--- config.mk ---
export PLATFORM = sky130hd
export DESIGN_NAME = integral_box_sum
export DESIGN_NICKNAME = d
export VERILOG_FILES = /design/src/rtl/integral_pkg.sv /design/src/rtl/integral_box_sum.sv
export SDC_FILE = /design/constraint.sdc
export NUM_CORES = 1
export LEC_CHECK = 0
export CORE_MARGIN = 4
export CORE_UTILIZATION = 55
export CTS_CLUSTER_DIAMETER = 200
export DETAILED_ROUTE_END_ITERATION = 10
export GPL_TIMING_DRIVEN = 0
export PLACE_DENSITY = 0.85
export SLEW_MARGIN = 10
export SYNTH_ARGS = -nofsm -noshare
export SYNTH_HDL_FRONTEND = slang
export SYNTH_SLANG_ARGS = --single-unit
--- constraint.sdc ---
create_clock -name clk -period 4.6 [get_ports clk]
set_input_delay 0.92 -clock clk [delete_from_list [all_inputs] [get_ports clk]]
set_output_delay 0.92 -clock clk [all_outputs]
set_load 0.01 [all_outputs]
--- src/rtl/integral_pkg.sv ---
// Shared definitions for the integral-image writer and the box-sum reader:
// default geometry, table word width and FSM state encoding.
package integral_pkg;

  localparam int IMG_W_DEF   = 4;
  localparam int IMG_H_DEF   = 4;
  localparam int INT_W_DEF   = 8;
  localparam int COORD_W_DEF = 2;
  localparam int ADDR_W      = 8;

  localparam int STATE_W = 3;
  localparam logic [STATE_W-1:0] IDLE    = 3'd0;
  localparam logic [STATE_W-1:0] RD_ADDR = 3'd1;
  localparam logic [STATE_W-1:0] RD_WAIT = 3'd2;
  localparam logic [STATE_W-1:0] RD_CAP  = 3'd3;
  localparam logic [STATE_W-1:0] RESULT  = 3'd4;

  // Returns {found, index} of the lowest enabled term strictly after cur.
  function automatic logic [2:0] next_term(input logic [3:0] mask, input logic [1:0] cur);
    logic [2:0] r;
    r = 3'b000;
    for (int i = 3; i >= 0; i--) begin
      if ((i > int'(cur)) && mask[i]) r = {1'b1, 2'(i)};
    end
    return r;
  endfunction

endpackage

--- src/rtl/integral_box_sum.sv ---
// Rectangle sum over a precomputed integral table: up to four reads, each taking
// an address/wait/capture slot, combined with inclusion-exclusion signs.
module integral_box_sum
  import integral_pkg::*;
#(
  parameter int IMG_W   = IMG_W_DEF,
  parameter int IMG_H   = IMG_H_DEF,
  parameter int INT_W   = INT_W_DEF,
  parameter int COORD_W = COORD_W_DEF
) (
  input  logic                      clk,
  input  logic                      reset,
  input  logic                      int_ready,
  input  logic                      query_valid,
  output logic                      query_ready,
  input  logic [COORD_W-1:0]        q_x0,
  input  logic [COORD_W-1:0]        q_y0,
  input  logic [COORD_W-1:0]        q_x1,
  input  logic [COORD_W-1:0]        q_y1,
  output logic [ADDR_W-1:0]         M10K_read_address_int,
  input  logic signed [INT_W-1:0]   M10K_read_data_int,
  output logic                      sum_valid,
  input  logic                      sum_ready,
  output logic signed [INT_W+1:0]   box_sum,
  output logic                      err
);

  localparam int SUM_W = INT_W + 2;

  logic [STATE_W-1:0]      state_q, state_d;
  logic [COORD_W-1:0]      x0_q, x0_d, y0_q, y0_d, x1_q, x1_d, y1_q, y1_d;
  logic [3:0]              mask_q, mask_d;
  logic [1:0]              term_q, term_d;
  logic [ADDR_W-1:0]       addr_q, addr_d;
  logic signed [SUM_W-1:0] acc_q, acc_d;
  logic signed [SUM_W-1:0] box_sum_q, box_sum_d;
  logic                    sum_valid_q, sum_valid_d;
  logic                    err_q, err_d;

  logic                    accept;
  logic                    q_bad;
  logic [3:0]              q_mask;
  logic [2:0]              nxt;
  logic signed [SUM_W-1:0] term_ext;
  logic signed [SUM_W-1:0] acc_upd;

  // Term index bit 0 selects row y0-1 instead of y1, bit 1 selects column x0-1 instead of x1.
  function automatic logic [ADDR_W-1:0] term_addr(input logic [1:0] t,
                                                  input logic [COORD_W-1:0] x0,
                                                  input logic [COORD_W-1:0] y0,
                                                  input logic [COORD_W-1:0] x1,
                                                  input logic [COORD_W-1:0] y1);
    logic [ADDR_W-1:0] r;
    logic [ADDR_W-1:0] c;
    r = t[0] ? (ADDR_W'(y0) - ADDR_W'(1)) : ADDR_W'(y1);
    c = t[1] ? (ADDR_W'(x0) - ADDR_W'(1)) : ADDR_W'(x1);
    return ADDR_W'(r * ADDR_W'(IMG_W)) + c;
  endfunction

  always_comb begin
    query_ready = (state_q == IDLE) && int_ready;
    accept      = query_valid && query_ready;
    q_bad       = (q_x0 > q_x1) || (q_y0 > q_y1) ||
                  (int'(q_x1) >= IMG_W) || (int'(q_y1) >= IMG_H);
    q_mask      = {(q_y0 != '0) && (q_x0 != '0), (q_x0 != '0), (q_y0 != '0), 1'b1};
    nxt         = next_term(mask_q, term_q);
    term_ext    = {{2{M10K_read_data_int[INT_W-1]}}, M10K_read_data_int};
    // The two single-corner-shifted terms are subtracted, the rest added.
    acc_upd     = (term_q[0] ^ term_q[1]) ? (acc_q - term_ext) : (acc_q + term_ext);
  end

  always_comb begin
    state_d     = state_q;
    x0_d        = x0_q;
    y0_d        = y0_q;
    x1_d        = x1_q;
    y1_d        = y1_q;
    mask_d      = mask_q;
    term_d      = term_q;
    addr_d      = addr_q;
    acc_d       = acc_q;
    box_sum_d   = box_sum_q;
    sum_valid_d = sum_valid_q;
    err_d       = err_q;
    case (state_q)
      IDLE: begin
        if (accept) begin
          x0_d   = q_x0;
          y0_d   = q_y0;
          x1_d   = q_x1;
          y1_d   = q_y1;
          mask_d = q_mask;
          term_d = 2'd0;
          acc_d  = '0;
          if (q_bad) begin
            state_d     = RESULT;
            sum_valid_d = 1'b1;
            err_d       = 1'b1;
            box_sum_d   = '0;
          end else begin
            state_d = RD_ADDR;
            addr_d  = term_addr(2'd0, q_x0, q_y0, q_x1, q_y1);
          end
        end
      end
      RD_ADDR: state_d = RD_WAIT;
      RD_WAIT: state_d = RD_CAP;
      RD_CAP: begin
        acc_d = acc_upd;
        if (nxt[2]) begin
          state_d = RD_ADDR;
          term_d  = nxt[1:0];
          addr_d  = term_addr(nxt[1:0], x0_q, y0_q, x1_q, y1_q);
        end else begin
          state_d     = RESULT;
          sum_valid_d = 1'b1;
          box_sum_d   = acc_upd;
          err_d       = 1'b0;
        end
      end
      RESULT: begin
        if (sum_ready) begin
          state_d     = IDLE;
          sum_valid_d = 1'b0;
        end
      end
      default: state_d = IDLE;
    endcase
  end

  always_ff @(posedge clk or negedge reset) begin
    if (!reset) begin
      state_q     <= IDLE;
      x0_q        <= '0;
      y0_q        <= '0;
      x1_q        <= '0;
      y1_q        <= '0;
      mask_q      <= '0;
      term_q      <= '0;
      addr_q      <= '0;
      acc_q       <= '0;
      box_sum_q   <= '0;
      sum_valid_q <= 1'b0;
      err_q       <= 1'b0;
    end else begin
      state_q     <= state_d;
      x0_q        <= x0_d;
      y0_q        <= y0_d;
      x1_q        <= x1_d;
      y1_q        <= y1_d;
      mask_q      <= mask_d;
      term_q      <= term_d;
      addr_q      <= addr_d;
      acc_q       <= acc_d;
      box_sum_q   <= box_sum_d;
      sum_valid_q <= sum_valid_d;
      err_q       <= err_d;
    end
  end

  assign M10K_read_address_int = addr_q;
  assign sum_valid             = sum_valid_q;
  assign box_sum               = box_sum_q;
  assign err                   = err_q;

endmodule
==> results.toml, run 1 <==
[yosys]
synth.area.top_cells = "dfrtp_1 (37%), ha_1 (8.9%), nand2_1 (3.6%)"
yosys_warnings = 0
netlist_area_um2 = 3100
ys.flop_type = "dfrtp_1"
syn_nets = 373
async_reset_ff_frac = 1.00
synth-edff-count = 0
syn_inst = 327
synth.largest_area_cell = "dfrtp_1"
yosysSeqAreaShare = 0.371
synth_top_area_frac = 0.371
synth.distinct_cells = 61
yosys_register_bits = 46
synth_area_per_cell_um2 = 9.48

[floorplan]
die_y_um = 83.1
row_count = 27
boundaryPins = 42
dieArea_um2 = 6900
core_um2 = 5470
die_w_um = 83.1
initial_core_util = 0.567

[routing]
drcViolationCount = 0
first_iter_violations = 181
first_pass_iters = 4
vias = 2588
wl_per_cell_um = 15.9
avgViaCountPerCell = 5.79
ant_nets = 0
drt-total-wl_um = 7090

[clocking]
cts_resized = 0
clock-sinks = 46
clockRootBuffer = "clkbuf_8"
cts_hold_buf = 0
cts-htree-levels = 2
path_clk_slew_ns = 0.08
cts_setup_buffers = 0
cts_buffers = 5
clk_path_buf_depth = 2
cts_tree = "done"
clkLatencyLatePin_ns = 0.30

[place]
port-buffer-count = 40
dp_hpwl_um = 5480
place_ws_ns = 0.862
gp_congestion = 0.907

[pwr]
power_frac_comb = 0.648
switching_share = 0.440
p_switching_w = 0.00114
seqPwrFrac = 0.259
ir_drop_mv = 0.331
p_per_area_nw_per_um2 = 704
p_clk_frac = 0.093
power_w = 0.00260
p_leak_nw = 1.69
power.internal_w = 0.00146

[grt]
grt_pass1_wl_um = 12200
grt_max_degree = 29
grt_pass1_vias = 2569
grt.total_usage = 0.214
overflow = 0
antenna_found_initial = 0

[timing]
setup_violations = 0
period_minus_slack_ns = 3.41
setup_tns_ns = 0
rsz0062_at_grt = "no"
relSlewSlack = 0.488
max_freq_mhz = 293
tightest_slew_ns = 0.766
layout_setup_ws_ns = 1.19
fin_skew_ns = 0.0114
maxSlewViolCount = 0
final-hold-violation-count = 0
fin_crit_sh = 0.742

[final_layout]
fin_util = 0.675
drive_above_1_share = 0.0987
diodes = 0
n_fill_cell = 468
area_delta_synth_final_pct = 19.1
nets = 421

[setup_path]
cp_num_buf_inv = 2
path_common_cell = "ha_1"
end_kind = "flop"
path_cells = "clkdlybuf4s50_1 -> inv_1 -> ha_1 -> nor2_1 -> xnor2_1 -> ha_1 -> nor2b_1 -> o31a_1 -> o21a_1 -> or3_1 -> a32o_1"
crit_path_max_fanout = 5
crit_arrival_ns = 3.61
setup.worst_path.start_class = "primary input"
cp_top_family = "compound AO/OA/AOI/OAI gates"
worst_ep_required_time_ns = 4.79
crit_slowest_cell = "clkdlybuf4s50_1"
max_stage_delay_ns = 0.56
criticalPathCategory = "in -> reg"

[flow_run]
maxCapViolations = 0

[worst_hold_path]
hold_path.class = "reg -> reg"

[status]
outcome = "completed"
## metrics by stage
step                      instance area, µm²  instances  hold slack (ns)
after floorplan                         3100        327            0.446
after global placement                  3590        439            0.463
after detailed placement                3610        440            0.472
after CTS                               3690        447            0.490
after global routing                    3690        447            0.502
final                                   3690        447            0.485
## cell type report
class | instances | area, µm² | area share
plain buffers | 12 | 62.6 | 0.0169
flip-flops and latches | 46 | 1150 | 0.312
clock inverters | 1 | 7.51 | 0.00203
inverters | 23 | 86.3 | 0.0234
well taps | 72 | 90.1 | 0.0244
multi-input cells | 246 | 1800 | 0.487
clock buffers | 6 | 72.6 | 0.0196
repair buffers | 41 | 423 | 0.114
## power by group through the flow
stage | Combinational, W | Sequential, W | Clock [W]
final | 0.00169 | 0.000675 | 0.000241
after CTS | 0.00168 | 0.000674 | 0.000245
after floorplan | 0.00121 | 0.000685 | 0
after global routing | 0.00187 | 0.000695 | 0.000265
after detailed placement | 0.00168 | 0.000681 | 0
after global placement | 0.00161 | 0.000674 | 0
## metal layers
| layer | track usage | up-vias | wire [µm] |
|---|---|---|---|
| met5 | 0 | - | 0 |
| met1 | 0.276 | 1250 | 3150 |
| met3 | 0.0377 | 12 | 284 |
| li1 | - | 1261 | - |
| met4 | 0.0520 | 0 | 115 |
| met2 | 0.372 | 65 | 3540 |
## worst register-to-register path, stage by stage, from the launching register on
cell,delay (ns)
dfrtp_1,0.39
inv_1,0.08
ha_1,0.21
or3b_1,0.46
a21boi_1,0.44
and2_1,0.29
ha_1,0.20
inv_1,0.06
fa_1,0.35
inv_1,0.07
fa_1,0.41
a22o_1,0.23
## cells in the final DEF, fill, tap and decap left out, types with 6 or more instances in the layout
cell type	n
a21oi_1	12
dfrtp_1	46
xnor2_1	8
ha_1	22
nor2_1	25
nor2b_1	8
clkdlybuf4s50_1	39
mux2_2	6
a22o_1	6
o21a_1	6
inv_1	23
o21ai_0	22
nand2_1	30
nand3_1	9
clkbuf_1	8
## flip-flops by register name, summed over array words and instances, names as in the netlist
| name | cells |
|---|---|
| M10K_read_address_int | 8 |
| acc_q | 10 |
| box_sum | 10 |
| err | 1 |
| mask_q | 3 |
| state_q | 3 |
| sum_valid | 1 |
| term_q | 2 |
| x0_q | 2 |
| x1_q | 2 |
| y0_q | 2 |
| y1_q | 2 |
## worst paths after layout
check	cells past startpoint	slack, ns	end	from
max	11	1.19	acc_q[6]$_DFFE_PN0P_	M10K_read_data_int[0]
min	2	0.49	box_sum[8]$_DFFE_PN0P_	box_sum[8]$_DFFE_PN0P_
max reg2reg	11	1.29	M10K_read_address_int[4]$_DFFE_PN0P_	term_q[0]$_DFFE_PN0P_
min reg2reg	2	0.49	box_sum[8]$_DFFE_PN0P_	box_sum[8]$_DFFE_PN0P_
max in group asynchronous	2	3.41	box_sum[5]$_DFFE_PN0P_	reset
min in group asynchronous	1	0.65	M10K_read_address_int[2]$_DFFE_PN0P_	reset
## cell usage after synthesis (3+ instances only)
| cell type | n |
|---|---|
| and2_1 | 4 |
| a21o_1 | 3 |
| clkbuf_1 | 7 |
| mux2_2 | 6 |
| o31ai_1 | 3 |
| nor2_1 | 25 |
| dfrtp_1 | 46 |
| a21oi_1 | 12 |
| a22o_1 | 6 |
| nor2b_1 | 8 |
| inv_1 | 23 |
| or3_1 | 5 |
| ha_1 | 22 |
| mux2_4 | 4 |
| xnor2_1 | 8 |
| nand2_1 | 30 |
| fa_1 | 3 |
| nor3_1 | 5 |
| or2_2 | 3 |
| o21a_1 | 6 |
| nand3_1 | 9 |
| nand2b_1 | 5 |
| mux2i_1 | 5 |
| o21ai_0 | 22 |
| a211oi_1 | 5 |
## cells by family (layout without fill, tap and decap cells)
group,count (synthesis),after routing,synth area share
AND/OR/NAND/NOR,112,112,0.190
AO/OA/AOI/OAI,85,85,0.200
flip-flops,46,46,0.371
buffers and inverters,35,83,0.0480
adder cells (fa/ha/maj),25,25,0.108
multiplexers,15,15,0.0573
XOR/XNOR,9,9,0.0254
No activity file was read; power rests on OpenSTA's default activity.
==> inputs of run 2 (changes only) <==
Settings changed: CORE_UTILIZATION 55 to 50, PLACE_DENSITY 0.85 to 0.82.
Clock period 4.6 ns to 3.05 ns, I/O delays scaled along.
==> run 2 against run 1 <==
  * Clock-buffer cell count up 1
  * Non-clock buffer count grew 2
  * Utilization shrank 4.2 points
  * Combinational power up 56%
  * First-iteration DRC count is 20% lower
  * Final cell count grew 1.3%
  * Power rose by 57%
  * Final area rose by 2.0%
  * Critical path depth fell by 1
  * Die area grew 9.0%
  * Hold slack worse by 0.27 ns
  * Largest power group unchanged
==> results.toml, run 2 (synthesis results as in run 1) <==
[timing]
setup_tns_ns = 0
fin_crit_sh = 0.970
rsz0062_at_grt = "yes"
fin_hold_ws_ns = 0.219
maxSlewViolCount = 0
relSlewSlack = 0.466
tightest_slew_ns = 0.798
period_minus_slack_ns = 2.96
setup_violations = 0
layout_setup_ws_ns = 0.0904
fin_skew_ns = 0.00967
max_freq_mhz = 338
final-hold-violation-count = 0

[routing]
avgViaCountPerCell = 5.75
first_iter_violations = 144
drt-total-wl_um = 7160
first_pass_iters = 4
vias = 2603
ant_nets = 0
drcViolationCount = 0
wl_per_cell_um = 15.8

[place]
place_ws_ns = -0.383
gp_congestion = 0.850
placed_cells = 443
port-buffer-count = 40
dp_hpwl_um = 5350

[setup_path]
rr_worst_depth = 10
criticalPathCategory = "reg -> reg"
setup.worst_path.start_class = "flop"
r2r-end = "M10K_read_address_int[4]$_DFFE_PN0P_"
reg2reg_slack_ns = 0.09
crit_arrival_ns = 3.16
end_kind = "flop"
worst_ep_required_time_ns = 3.25
worstReg2RegStart = "term_q[1]$_DFFE_PN0P_"
crit_path_max_fanout = 6

[clocking]
clockRootBuffer = "clkbuf_8"
clk_path_buf_depth = 2
clock-sinks = 46
cts_tree = "done"
path_clk_slew_ns = 0.10
cts-htree-levels = 2
cts_buffers = 5
clkLatencyLatePin_ns = 0.31

[floorplan]
die_y_um = 86.7
core_um2 = 5960
boundaryPins = 42
initial_core_util = 0.521
die_w_um = 86.7
dieArea_um2 = 7520
row_count = 28

[flow_run]
maxCapViolations = 0

[final_layout]
nets = 423
most-common-layout-cells = "dfrtp_1 (46), clkdlybuf4s50_1 (37), nand2_1 (30)"
diodes = 0
fin_util = 0.633
area_delta_synth_final_pct = 21.5
drive_above_1_share = 0.130
final_common_cell = "dfrtp_1"
instances_no_fill = 453

[pwr]
ir_drop_mv = 0.700
p_leak_nw = 1.74
p_per_area_nw_per_um2 = 1080

[grt]
grt_max_degree = 31
antenna_found_initial = 0
overflow = 0
grt_pass1_wl_um = 11900
grt_pass1_vias = 2558
grt.total_usage = 0.198

[worst_hold_path]
hold_path.class = "in -> async"

[status]
outcome = "completed"
-- run 2: repair_timing --
item | CTS | global route
buffers inserted | 0 | 3
gates resized for setup | 4 | 7
pin swaps | 0 | 5
setup endpoints to repair | 8 | 9
hold buffers | 0 | 0
-- run 2: through the flow --
step           total power (W)  area, µm²
2_1_floorplan          0.00285       3100
3_3_place_gp           0.00345       3590
3_5_place_dp           0.00355       3610
4_1_cts                0.00400       3720
5_1_grt                0.00444       3770
6_report               0.00408       3770
-- run 2: layer usage --
metal	wire, µm	global-route usage
met4	130	0.0666
met5	0	0
met3	325	0.0323
met1	3250	0.262
met2	3440	0.330
-- run 2: power breakdown --
part / switching (W) / internal, W / total (W)
combinational: 0.00140 / 0.00124 / 0.00264
sequential: 0.000149 / 0.000864 / 0.00101
clock: 0.000221 / 0.000208 / 0.000429
-- run 2: critical path, cell delays in order (launching register included) --
cell	delay [ns]
dfrtp_1	0.45
ha_1	0.24
or3b_4	0.43
a21boi_4	0.25
and2_4	0.21
ha_1	0.16
inv_1	0.05
fa_1	0.36
inv_1	0.08
fa_1	0.40
a22o_1	0.22
-- run 2: area by class of cell --
type	count	area [µm²]
Tap cell	75	93.8
Fill cell	505	2190
Clock inverter	1	8.76
Inverter	23	86.3
Timing Repair Buffer	44	439
Clock buffer	7	96.3
Sequential cell	46	1150
Buffer	11	58.8
Multi-Input combinational cell	246	1830
-- run 2: how the worst max path moves through the flow --
stage | from | end | slack, ns | cells past startpoint
2_1_floorplan | term_q[1]$_DFFE_PN0P_ | M10K_read_address_int[4]$_DFFE_PN0P_ | 0.16 | 10
3_3_place_gp | M10K_read_data_int[0] | acc_q[6]$_DFFE_PN0P_ | -0.33 | 11
3_5_place_dp | M10K_read_data_int[0] | acc_q[6]$_DFFE_PN0P_ | -0.38 | 11
4_1_cts | term_q[1]$_DFFE_PN0P_ | M10K_read_address_int[4]$_DFFE_PN0P_ | -0.03 | 10
5_1_grt | term_q[0]$_DFFE_PN0P_ | M10K_read_address_int[4]$_DFFE_PN0P_ | -0.05 | 11
6_report | term_q[1]$_DFFE_PN0P_ | M10K_read_address_int[4]$_DFFE_PN0P_ | 0.09 | 10
==> RTL edit 1 (config.mk and constraints of run 2) <==
`ADDR_W`: 8 -> 10.
--- a/src/rtl/integral_pkg.sv
+++ b/src/rtl/integral_pkg.sv
@@ -6,7 +6,7 @@
   localparam int IMG_H_DEF   = 4;
   localparam int INT_W_DEF   = 8;
   localparam int COORD_W_DEF = 2;
-  localparam int ADDR_W      = 8;
+  localparam int ADDR_W      = 10;
 
   localparam int STATE_W = 3;
   localparam logic [STATE_W-1:0] IDLE    = 3'd0;
Ports: changed (resized M10K_read_address_int); port bits go from 42 to 44. No check against the original RTL was run, so the function may have changed too.
==> RTL edit 1 against run 2 <==
- synthesized area is 5.4% lower
- wire length is 1.6% lower
- cell area is 2.1% lower
- via count is 0.19% lower
- synthesized cell count stayed put
- die area is 4.9% lower
- critical path type unchanged
- power is 6.7% higher
- sequential cell count is 1 higher
- global-route usage is 0.20 points higher
- count of clock-buffer cells in the layout is 1 lower
- setup slack worse by 0.048 ns
==> RTL edit 1: results <==
export IMPL_status="finished, final reports clean"
export IMPL_antennaDiodeCount=0
export IMPL_r2r_cells=10
export IMPL_grt_max_degree=31
export IMPL_grt_pass1_vias=2513
export IMPL_intPower_mw=2.399
export IMPL_htreeDepth=2
export IMPL_synth_compound_area_share_pct=19.23
export IMPL_use_met2_pct=32.67
export IMPL_cts_clk_slew_worst_paths_ns=0.08
export IMPL_async_reset_ff_share_pct=100.0
export IMPL_avgSynthCellArea_um2=8.973
export IMPL_antenna_found_initial=0
export IMPL_cts_root_buf="clkbuf_8"
export IMPL_yosysWarnings=0
export IMPL_synth_distinct_cells=53
export IMPL_track_usage_pct=20.03
export IMPL_cpMaxStageDelayCell="dfrtp_2"
export IMPL_cts_made_buffers=5
export IMPL_clock_latency_ns=0.30
export IMPL_vdd_drop_max_mv=0.6105
export IMPL_crit_fanout=11
export IMPL_vias=2598
export IMPL_tightestPinTransition_ns=0.7542
export IMPL_place_area_um2=3470
export IMPL_layout_drive_gt1_share_pct=11.69
export IMPL_clk_path_buf_depth=2
export IMPL_synth_mux_area_share_pct=1.535
export IMPL_fin_worst_skew_ns=0.005291
export IMPL_grt_util_met3_pct=3.729
export IMPL_slowest_delay_ns=0.43
export IMPL_port_buffers=43
export IMPL_final_common_cell="nand2_1"
export IMPL_synth_common_cells="48 x nand2_1, 47 x dfrtp_1, 26 x o21ai_0"
export IMPL_firstDrtPassIters=4
export IMPL_hp_class="input port to async pin"
export IMPL_gp_congestion=0.9102
export IMPL_synthesis_nets=372
export IMPL_finalNonFillerCells=457
export IMPL_dp_hpwl_um=5194
export IMPL_synth_area_leaders="dfrtp_1 40%, ha_1 9.0%, nand2_1 6.1%"
export IMPL_ant_nets=0
export IMPL_first_iter_violations=201
export IMPL_grt_pass1_wl_um=11610
export IMPL_nets=430
export IMPL_wl_per_cell_um=15.40
export IMPL_synth_top_cell_area_share_pct=40.09
export IMPL_placed_cells=443
export IMPL_yosysSeqAreaShare_pct=40.09
export IMPL_synthXorXnorAreaFrac_pct=3.881
export IMPL_p_leak_nw=1.696
export IMPL_synthAdderAreaFrac_pct=11.00
export IMPL_met1_usage_pct=26.49
export IMPL_cp_arrival_ns=3.20
-- RTL edit 1: cell types whose count changed in the layout (fill, tap and decap cells not counted), moves of 3 or more --
cell,run 2,this run
o21a_1,6,2
mux2i_1,5,0
or2_2,3,0
mux2_4,4,0
nand2_1,30,48
o21ai_0,21,25
xnor2_1,8,11
or3_1,5,2
buf_4,3,9
-- RTL edit 1: path summary, 6_finish.rpt --
kind	from	end	slack (ns)
max in group asynchronous	reset	term_q[1]	2.31
max reg2reg	term_q[1]	box_sum[8]	0.04
min	reset	box_sum[3]	0.23
max	term_q[1]	box_sum[8]	0.04
min in group clk	M10K_read_address_int[9]	M10K_read_address_int[9]	0.48
min reg2reg	M10K_read_address_int[9]	M10K_read_address_int[9]	0.48
-- RTL edit 1: power by group through the flow --
stage / sequential (mW) / combinational (mW) / clock, mW
2_1_floorplan: 1.11 / 1.77 / 0
5_1_grt: 1.13 / 3.20 / 0.406
3_5_place_dp: 1.10 / 2.54 / 0
3_3_place_gp: 1.08 / 2.44 / 0
4_1_cts: 1.09 / 2.66 / 0.389
6_report: 1.09 / 2.88 / 0.383
-- RTL edit 1: metrics by stage --
step | setup TNS [ns] | worst slack [ns]
2_1_floorplan | 0 | 0.01093
3_3_place_gp | -3.424 | -0.6112
3_5_place_dp | -4.497 | -0.7134
4_1_cts | 0 | 0.004564
5_1_grt | -0.1179 | -0.05932
6_report | 0 | 0.04206
-- RTL edit 1: layout make-up --
type	count	area, um^2
clock inverter	1	5.005
timing repair buffer	52	504.2
tap	72	90.09
clock buffer	6	82.58
sequential	47	1177
buffer	8	43.79
fill	459	1917
multi-input combinational	247	1698
inverter	24	90.09
-- RTL edit 1: cells by family after synthesis --
group	after synthesis
flops	47
fa+ha+maj	24
xor+xnor	13
buf+inv	33
mux	4
simple gates	120
compound gates	86
-- RTL edit 1: timing repair --
item,4_1_cts,5_1_grt
pin swaps,3,5
gates resized for setup,11,12
endpoints found under the setup margin,7,9
buffers inserted,1,7
cloned,0,0
-- RTL edit 1: worst max-delay path: cells and delay by family (launching register included) --
family                   cells  cell delay [ns]
AO/OA/AOI/OAI                5             1.12
AND/OR/NAND/NOR              1             0.15
multiplexers                 1             0.38
buffers and inverters        1             0.09
flip-flops                   1             0.43
adder cells (fa/ha/maj)      2             0.71
-- RTL edit 1: per-layer routing --
metal,vias up,share of wire [%],wire length (um)
li1,1271,-,-
met1,1236,44,3083
met2,81,48,3400
met3,10,6.2,438
met4,0,1.6,115
met5,-,0,0
==> RTL edit 2 (config.mk and constraints of run 2) <==
Without the edit above. Take the reset off `addr_q` and `box_sum_q` and load them in a clocked block of their own.
--- a/src/rtl/integral_box_sum.sv
+++ b/src/rtl/integral_box_sum.sv
@@ -137,9 +137,7 @@
       y1_q        <= '0;
       mask_q      <= '0;
       term_q      <= '0;
-      addr_q      <= '0;
       acc_q       <= '0;
-      box_sum_q   <= '0;
       sum_valid_q <= 1'b0;
       err_q       <= 1'b0;
     end else begin
@@ -150,12 +148,15 @@
       y1_q        <= y1_d;
       mask_q      <= mask_d;
       term_q      <= term_d;
-      addr_q      <= addr_d;
       acc_q       <= acc_d;
-      box_sum_q   <= box_sum_d;
       sum_valid_q <= sum_valid_d;
       err_q       <= err_d;
     end
+  end
+
+  always_ff @(posedge clk) begin
+    addr_q    <= addr_d;
+    box_sum_q <= box_sum_d;
   end
 
   assign M10K_read_address_int = addr_q;
Check against the original RTL: not equivalent (a bounded check fails within 4 cycles, from zero or initial values and one cycle with reset low).
==> RTL edit 2 against run 2 <==
- synthesized area down 8.8%
- worst hold slack better by 0.10 ns
- combinational power down 25%
- non-clock buffer count down 3
- die area down 8.0%
- power down 18%
- cell area down 8.4%
- wire length down 15%
- setup slack better by 0.00079 ns
- sequential cell count unchanged
- sequential share of layout area up 5.4 points
- critical endpoint is now M10K_read_address_int[4]
==> RTL edit 2: results <==
export IMPL_post_place_ws_ns=-0.3864
export IMPL_cp_arrival_ns=3.03
export IMPL_vdd_drop_max_mv=0.4491
export IMPL_synth_distinct_cells=49
export IMPL_clk_path_buf_depth=2
export IMPL_grt_pass1_wl_um=10360
export IMPL_yosysSeqAreaShare_pct=43.91
export IMPL_antennaDiodeCount=0
export IMPL_port_buffers=41
export IMPL_r2r_cells=12
export IMPL_tightestPinTransition_ns=0.9719
export IMPL_crit_family="adder cells"
export IMPL_cts_sinks=46
export IMPL_cp_start_kind="register"
export IMPL_slowest_delay_ns=0.42
export IMPL_placed_cells=408
export IMPL_drt_total_wl_um=6061
export IMPL_grt_max_degree=29
export IMPL_dp_hpwl_um=4595
export IMPL_htreeDepth=2
export IMPL_cts_made_buffers=5
export IMPL_synth_ff_type="dfrtp_1"
export IMPL_cts_clk_slew_worst_paths_ns=0.09
export IMPL_status="finished, final reports clean"
export IMPL_hp_class="input port to async pin"
export IMPL_layout_min_cycle_time_ns=2.959
export IMPL_switching_share_pct=42.20
export IMPL_r2r_start="term_q[0]"
export IMPL_synthesis_nets=341
export IMPL_wl_per_cell_um=14.53
export IMPL_r2r_end="M10K_read_address_int[4]"
export IMPL_nets=390
export IMPL_gp_congestion=0.8866
export IMPL_synth_common_cells="38 x nand2_1, 28 x dfrtp_1, 26 x inv_1"
export IMPL_firstDrtPassIters=4
export IMPL_cts_root_buf="clkbuf_8"
export IMPL_r2r_slack_ns=0.09
export IMPL_synth_edf_count=18
export IMPL_crit_path_end_kind="register"
export IMPL_yosysWarnings=0
export IMPL_syn_inst=295
export IMPL_grt_pass1_vias=2310
export IMPL_p_leak_nw=1.568
export IMPL_async_reset_ff_share_pct=60.87
export IMPL_fin_worst_skew_ns=0.004615
export IMPL_layout_drive_gt1_share_pct=8.696
export IMPL_cpMaxStageDelayCell="or3b_4"
export IMPL_crit_fanout=6
export IMPL_synth_area_leaders="dfrtp_1 25%, edfxtp_1 19%, ha_1 9.7%"
export IMPL_antenna_found_initial=0
export IMPL_clock_latency_ns=0.30
export IMPL_track_usage_pct=18.44
export IMPL_first_iter_violations=134
export IMPL_vias_per_cell=5.458
[RTL edit 2: per-layer routing]
metal | global-route usage [%] | vias to the layer above | routed length [um]
met3 | 3.770 | 12 | 248
met1 | 22.71 | 1075 | 2587
li1 | - | 1132 | -
met2 | 31.20 | 57 | 3097
met5 | 0 | - | 0
met4 | 8.024 | 0 | 129
[RTL edit 2: cell families after synthesis]
group / count (synthesis) / share of synthesized area, %
muxes: 3 / 1.195
buffers and inverters: 36 / 5.046
and+or+nand+nor: 104 / 18.28
adders and majority gates: 25 / 11.86
AOI/OAI and AO/OA: 72 / 16.91
DFF: 46 / 43.91
xor gates and xnor gates: 9 / 2.789
[RTL edit 2: what timing repair did]
action                                 4_1_cts  5_1_grt
gates cloned                                 0        0
resized for setup                            6        7
endpoints found under the hold margin        0        0
pin swaps                                    0        0
setup buffers                                1        0
setup endpoints to repair                    3        7
[RTL edit 2: final cells by class]
class,count,area (um^2)
well taps,72,90.09
plain buffers,10,47.55
inverters,26,97.59
flip-flops and latches,46,1241
repair buffers,42,414.1
clock buffers,5,68.82
fillers,452,2054
multi-input cells,213,1473
clock inverters,3,20.02
[RTL edit 2: power groups by stage]
| stage | clock, mW | sequential [mW] | combinational [mW] |
|---|---|---|---|
| CTS | 0.387 | 1.01 | 1.94 |
| global placement | 0 | 1.01 | 1.80 |
| floorplan | 0 | 1.04 | 1.32 |
| finish | 0.377 | 1.01 | 1.98 |
| detailed placement | 0 | 1.02 | 1.89 |
| global route | 0.418 | 1.04 | 2.22 |
[RTL edit 2: worst min path at each step]
stage | endpoint | from | depth (start not counted)
6_report | x1_q[0] | reset | 1
3_3_place_gp | acc_q[0] | acc_q[0] | 1
2_1_floorplan | acc_q[0] | reset | 0
4_1_cts | acc_q[3] | reset | 1
3_5_place_dp | y1_q[0] | y1_q[0] | 2
5_1_grt | y0_q[0] | reset | 1
[RTL edit 2: through the flow]
step | cell area (um^2) | util [%] | hold WS [ns]
2_1_floorplan | 2826 | - | 0.3144
3_3_place_gp | 3327 | 60.42 | 0.4601
3_5_place_dp | 3322 | 60.33 | 0.4681
4_1_cts | 3436 | 62.39 | 0.3407
5_1_grt | 3452 | 62.69 | 0.3670
6_report | 3452 | 62.69 | 0.3232
